`config.mk`:
```
export PLATFORM = sky130hd
export DESIGN_NAME = sdram_client_port
export DESIGN_NICKNAME = d
export VERILOG_FILES = /design/src/rtl/sdram_client_port.sv
export SDC_FILE = /design/constraint.sdc
export NUM_CORES = 1
export LEC_CHECK = 0
export BUFFER_PORTS_ARGS = -buffer_cell sky130_fd_sc_hd__buf_2
export CORE_MARGIN = 10
export CORE_UTILIZATION = 45
export DETAILED_ROUTE_END_ITERATION = 8
export PLACE_DENSITY = 0.7
export SLEW_MARGIN = 40
export SYNTH_ARGS = -nofsm -noshare
export SYNTH_HDL_FRONTEND = slang
export SYNTH_SLANG_ARGS = --single-unit
```
`constraint.sdc`:
```
create_clock -name clk -period 7.6 [get_ports clk]
set_clock_uncertainty 0.15 [all_clocks]
set_input_delay 1.14 -clock clk [delete_from_list [all_inputs] [get_ports clk]]
set_output_delay 1.14 -clock clk [all_outputs]
set_load 0.05 [all_outputs]
```
`src/rtl/sdram_client_port.sv`:
```
// Client-side requester for the 16-bit SDRAM controller: queues core requests,
// issues edge-triggered rd/we strobes, returns read data in order with a same-address read bypass.
module sdram_client_port #(
  parameter int FIFO_DEPTH   = 4,
  parameter int GUARD_CYCLES = 6
) (
  input  logic        clk,
  input  logic        init,
  input  logic        req_valid,
  output logic        req_ready,
  input  logic        req_we,
  input  logic [23:0] req_addr,
  input  logic [15:0] req_wdata,
  input  logic [1:0]  req_be,
  output logic        rsp_valid,
  output logic [15:0] rsp_data,
  output logic        wr_done,
  output logic        busy,
  output logic        err_timeout,
  output logic [23:0] mem_addr,
  output logic [15:0] mem_din,
  output logic [1:0]  mem_wtbt,
  output logic        mem_we,
  output logic        mem_rd,
  input  logic        mem_ready,
  input  logic [15:0] mem_dout
);

  localparam int AW = $clog2(FIFO_DEPTH);
  localparam int CW = AW + 1;
  localparam int GW = $clog2(GUARD_CYCLES + 1);
  localparam logic [CW-1:0] FULL_COUNT = CW'(FIFO_DEPTH);
  localparam logic [GW-1:0] GUARD_LAST = GW'(GUARD_CYCLES - 1);

  typedef enum logic [1:0] {
    IDLE,
    WAIT_LOW,
    WAIT_HIGH,
    RELEASE
  } state_t;

  state_t state, next_state;

  logic          q_we    [FIFO_DEPTH];
  logic [23:0]   q_addr  [FIFO_DEPTH];
  logic [15:0]   q_wdata [FIFO_DEPTH];
  logic [1:0]    q_be    [FIFO_DEPTH];
  logic [AW-1:0] wr_ptr, rd_ptr;
  logic [CW-1:0] count;

  logic          head_we;
  logic [23:0]   head_addr;
  logic [15:0]   head_wdata;
  logic [1:0]    head_be;

  logic          push, pop, bypass_hit, issue, timeout, complete;
  logic [GW-1:0] guard_cnt;

  logic          bypass_valid;
  logic [23:0]   bypass_addr;
  logic [15:0]   bypass_data;

  // req_ready comes from the registered count, so a full queue never accepts
  // even when the head is being popped in the same cycle.
  assign req_ready  = (count != FULL_COUNT);
  assign push       = req_valid & req_ready;
  assign busy       = (count != '0) || (state != IDLE);

  assign head_we    = q_we[rd_ptr];
  assign head_addr  = q_addr[rd_ptr];
  assign head_wdata = q_wdata[rd_ptr];
  assign head_be    = q_be[rd_ptr];

  always_ff @(posedge clk) begin
    if (push) begin
      q_we[wr_ptr]    <= req_we;
      q_addr[wr_ptr]  <= req_addr;
      q_wdata[wr_ptr] <= req_wdata;
      q_be[wr_ptr]    <= req_be;
    end
  end

  always_ff @(posedge clk) begin
    if (init) begin
      wr_ptr <= '0;
      rd_ptr <= '0;
      count  <= '0;
    end else begin
      if (push) wr_ptr <= wr_ptr + 1'b1;
      if (pop)  rd_ptr <= rd_ptr + 1'b1;
      if (push && !pop)      count <= count + 1'b1;
      else if (pop && !push) count <= count - 1'b1;
    end
  end

  always_ff @(posedge clk) begin
    if (init) state <= IDLE;
    else      state <= next_state;
  end

  // Nothing is popped while mem_ready is low in IDLE, which covers controller startup.
  always_comb begin
    next_state = state;
    pop        = 1'b0;
    bypass_hit = 1'b0;
    issue      = 1'b0;
    timeout    = 1'b0;
    complete   = 1'b0;
    case (state)
      IDLE: begin
        if ((count != '0) && mem_ready) begin
          pop = 1'b1;
          if (!head_we && bypass_valid && (head_addr == bypass_addr)) begin
            bypass_hit = 1'b1;
          end else begin
            issue      = 1'b1;
            next_state = WAIT_LOW;
          end
        end
      end
      WAIT_LOW: begin
        if (!mem_ready) begin
          next_state = WAIT_HIGH;
        end else if (guard_cnt == GUARD_LAST) begin
          timeout    = 1'b1;
          next_state = IDLE;
        end
      end
      WAIT_HIGH: begin
        if (mem_ready) begin
          complete   = 1'b1;
          next_state = RELEASE;
        end
      end
      RELEASE: next_state = IDLE;
      default: next_state = IDLE;
    endcase
  end

  always_ff @(posedge clk) begin
    if (init) begin
      guard_cnt <= '0;
    end else if (issue) begin
      guard_cnt <= '0;
    end else if ((state == WAIT_LOW) && mem_ready && !timeout) begin
      guard_cnt <= guard_cnt + 1'b1;
    end
  end

  // Strobe, address and data are loaded once at issue and held until the access ends.
  always_ff @(posedge clk) begin
    if (init) begin
      mem_addr     <= '0;
      mem_din      <= '0;
      mem_wtbt     <= '0;
      mem_rd       <= 1'b0;
      mem_we       <= 1'b0;
      rsp_valid    <= 1'b0;
      rsp_data     <= '0;
      wr_done      <= 1'b0;
      err_timeout  <= 1'b0;
      bypass_valid <= 1'b0;
      bypass_addr  <= '0;
      bypass_data  <= '0;
    end else begin
      rsp_valid <= 1'b0;
      wr_done   <= 1'b0;
      if (bypass_hit) begin
        rsp_valid <= 1'b1;
        rsp_data  <= bypass_data;
      end
      if (pop && head_we) bypass_valid <= 1'b0;
      if (issue) begin
        mem_addr <= head_addr;
        mem_din  <= head_wdata;
        mem_wtbt <= head_be;
        mem_rd   <= ~head_we;
        mem_we   <= head_we;
      end
      if (timeout) begin
        err_timeout <= 1'b1;
        mem_rd      <= 1'b0;
        mem_we      <= 1'b0;
      end
      if (complete) begin
        if (mem_rd) begin
          rsp_valid    <= 1'b1;
          rsp_data     <= mem_dout;
          bypass_valid <= 1'b1;
          bypass_addr  <= mem_addr;
          bypass_data  <= mem_dout;
        end else begin
          wr_done <= 1'b1;
        end
        mem_rd <= 1'b0;
        mem_we <= 1'b0;
      end
    end
  end

endmodule
```
==> impl_summary.md <==
Clock network
TritonCTS created 29 clock buffers. In this run the number of H-tree levels came out at 1. The clock transition at the registers of the reported paths is approximately 0.07 ns. The worst-skew pair later-pin latency is 0.55 ns. The total of cells resized after clock tree synthesis is 0.

In this run the clock root is driven by a clkbuf_16. In this run the post-CTS setup repair buffer count came out at 0. TritonCTS built the clock tree. The number of buffers inserted by hold repair at cts is 0.

For this design, the sink count on the clock tree is 290. The maximum number of buffers from clock root to sink is 3.

Setup path
The critical path goes through buf_4 > mux4_2 > nand2b_1 > o2111ai_1 > a2111oi_1 > and3_2 > buf_4 > nor2_1 > a2111oi_0. The cell family contributing the most delay on the critical path is buffers and inverters. STA classifies the critical path startpoint as a flip-flop.

The worst setup path is of the flip-flop to flip-flop kind. The required time of the worst setup path is roughly 7.9 ns. On the worst path, the slowest cell contributes a delay of 0.57 ns. The most common cell type on the critical path is buf_4.

For this design, the slowest cell found on the critical path is mux4_2. The number of buffers and inverters on the critical path is 2. The worst setup path is captured at a flip-flop. The worst-path maximum fanout is 44.

At the worst endpoint, the arrival time is 4.23 ns.

Worst hold path
The type of the most critical hold path is flip-flop to flip-flop.

Power and ir drop
The net switching share of the total power is between 30% and 40%. Power spread over the standard cell area amounts to 351 mW/mm^2. Summing internal, switching and leakage power gives 4.62 mW. IR analysis of the VDD net gives a maximum drop of 0.000196 V. The clock network power share is between 30 and 40%. Summed over all cells, the static leakage comes to about 4.5 nW. For this design the total switching power over the nets is approximately 1.4 mW. Internal power comes to around 3.2 mW. The share of total power dissipated in combinational logic is about a quarter. In this run, flip-flops and latches consume between 40% and 50% of the power.

Timing
The hold slack is 0.308 ns. In the final timing run, aggregate negative setup slack is 0 ns. Setup repair after global routing left no endpoint under its margin.

Headroom to the max-slew limit came out at around 46%. The count of pins over their slew limit is 0. The final hold violation count was 0.

Setup violations remaining at the end of the flow were counted as 0. In the finished design, the share of the clock period the worst path needs comes to about half. The routed design could run at a clock period as short as 3.94 ns. At the pin with the least slew margin, the transition time is approximately 0.81 ns. The fmax is between 200 and 300 MHz.

Place
After legalization and detailed placement, the total HPWL measured 15900 microns. At the end of routability-driven placement, the weighted congestion stood at ~0.85. The placed standard-cell area is ~0.012 sq mm.

The count of buffers added on input and output ports is between 100 and 150.

Synth
The total standard cell area after synthesis is about 0.011 sq mm. The leading area contributor after synthesis is edfxtp_1. In the post-synthesis netlist, the biggest area contributors are edfxtp_1 (46%), dfxtp_1 (21%), mux4_2 (8.0%), a21oi_1 (4.0%), nand2_1 (3.1%). The per-instance average area after synthesis is 13.3 sq um. Yosys mapped the design onto 48 distinct sky130hd cell types. The number of flops mapped to enable cells by yosys is about 170. The share of Yosys cell area claimed by the top area cell type is a little under half. The Yosys step of the flow raised 0 warnings. The fraction of registers with async set/reset is 0%. The share of synthesized area occupied by flip-flops and latches is approximately 67%. The leading register cell type out of synthesis is edfxtp_1.

Synthesis produced a netlist with a net count of between 900 and 1k. Counting every instance in the synthesized netlist gives 850. After synthesis the netlist holds a flip-flop and latch count of 290.

Route
The initial DRC count is 514. The post-detailed-routing wire length is approximately 26000 microns. In the routed layout, each cell is associated on average with a via count of around 5.5. In this run the remaining antenna-violating nets after routing total 0. Before antenna repair, the detailed router went through 5 iterations. The total vias in the final route is slightly above 7k. The routed length per instance is 20.1 microns. For this run, design rule violations remaining after detail routing come to 0.

Global routing
Across every metal layer, demand over resource in global routing totals 16.1%. The final global-route overflow total is 0. The number of antenna violations at the first check in global routing is 4. The number of global-route vias before repair came to approximately 7.2k. Entering global routing, the biggest net connects slightly below 100 pins. The first global-routing pass estimated just over 40000 microns of wire.

Flow run
Across the run, the number of max-cap violations was 0.

Floorplan
The floorplan step defined a die boundary enclosing 0.0318 sq mm. The initial standard-cell utilization of the core is 46.1%. The placeable core area is between 0.02 and 0.025 sq mm. In this run the vertical extent of the chip is 178 microns. The horizontal extent of the die is around 180 microns. The total I/O pin count is between 100 and 150.

The total number of placement rows is 57.

Final layout
The proportion of layout cells with a drive suffix above 1 is approximately a quarter. Once layout is done, the placed cells without fillers occupy between 0.01 and 0.015 sq mm. In the final design database the tool counted between 1k and 1.5k nets.

The area added between synthesis and finish is 16.8%.

Outcome
The run finished with clean final reports.
-- cell families after synthesis --
| logic type | synth area share, % |
|---|---|
| flops | 66.8 |
| simple gates | 7.92 |
| compound gates | 9.58 |
| xor+xnor | 1.94 |
| fa+ha+maj | 0.955 |
| mux | 9.64 |
| buf+inv | 3.14 |
-- layout by cell type (no fill, tap or decap), types with 5 or more instances in the layout --
cell	n
mux4_2	40
nor2_1	33
clkinv_2	6
o21ai_1	5
ha_1	7
inv_1	10
a31oi_1	13
buf_2	126
mux2i_1	14
o21ai_0	56
and3_2	5
edfxtp_1	172
clkbuf_16	29
nand2_1	92
dfxtp_1	115
a211oi_1	13
xor2_1	5
xnor2_1	20
bufinv_16	6
nand3_1	48
buf_4	12
a21oi_1	89
-- worst reg2reg max path, cell delays in order (launching register included) --
cell and delay, ns:
dfxtp_2 0.52, buf_4 0.44, mux4_2 0.58, nand2b_1 0.11
o2111ai_1 0.11, a2111oi_1 0.46, and3_2 0.52, buf_4 0.47
nor2_1 0.18, a2111oi_0 0.28
-- worst paths after layout --
kind / start / to / slack (ns) / cells past startpoint
worst min-delay path: bypass_data[9] / bypass_data[9] / 0.31 / 2
worst max register to register: flip-flop / guard_cnt[1] / 3.66 / 9
worst max-delay path: flip-flop / guard_cnt[1] / 3.66 / 9
worst min register to register: bypass_data[9] / bypass_data[9] / 0.31 / 2
-- power by group through the flow --
stage / Combinational [mW] / Sequential [mW] / Clock [mW]
finish: 1.11 / 1.99 / 1.52
global route: 1.20 / 2.01 / 1.61
CTS: 1.12 / 1.99 / 1.55
detailed placement: 1.12 / 2.03 / 0
global placement: 1.11 / 2.02 / 0
floorplan: 0.653 / 2.20 / 0
-- state kept, by name, indices dropped and copies added, names as in the netlist, named ones only --
| register | flops |
|---|---|
| wr_ptr | 2 |
| q_addr | 96 |
| q_wdata | 64 |
| q_be | 8 |
| rsp_data | 16 |
| mem_wtbt | 2 |
| mem_we | 1 |
| bypass_valid | 1 |
| rsp_valid | 1 |
| guard_cnt | 3 |
| bypass_addr | 24 |
| q_we | 4 |
| rd_ptr | 2 |
| wr_done | 1 |
| err_timeout | 1 |
| state | 1 |
| mem_din | 16 |
| count | 3 |
| bypass_data | 16 |
| mem_addr | 24 |
| mem_rd | 1 |
-- routing by layer --
layer  track usage [%]  routed length (microns)  up-vias
li1                  -                        -     3379
met1              20.2                    10700     3492
met2              26.6                    12600      234
met3              4.57                     2250       38
met4              5.17                      600        6
met5                 0                       37        -
-- synthesized netlist by cell type, drive strengths merged, types with 3 or more instances --
library cell and n:
a211oi 13, nor2 33, a21oi 89, a31oi 13, xnor2 20, buf 23, mux2i 14, xor2 5
and3 5, a311oi 4, nor3 4, mux2 4, o21ai 61, nand3 49, nand2 93, inv 10
dfxtp 118, clkbuf 41, edfxtp 172, nand2b 3, mux4 40, nand4 4, or3 3, ha 7
-- per-stage QoR --
step / util, % / instances / worst slack [ns]
2_1_floorplan: - / 850 / 4.23
3_3_place_gp: 49.5 / 1249 / 3.66
3_5_place_dp: 49.5 / 1249 / 3.59
4_1_cts: 53.8 / 1303 / 3.60
5_1_grt: 53.8 / 1304 / 3.22
6_report: 53.8 / 1305 / 3.66
-- cell type report --
class,instances,area (sq um)
Clock buffer,35,768
Antenna cell,2,5.00
Clock inverter,19,269
Fill cell,1994,11300
Tap cell,324,405
Timing Repair Buffer,139,732
Sequential cell,290,7530
Multi-Input combinational cell,486,3410
Inverter,10,37.5
(Power assumes the default switching activity.)
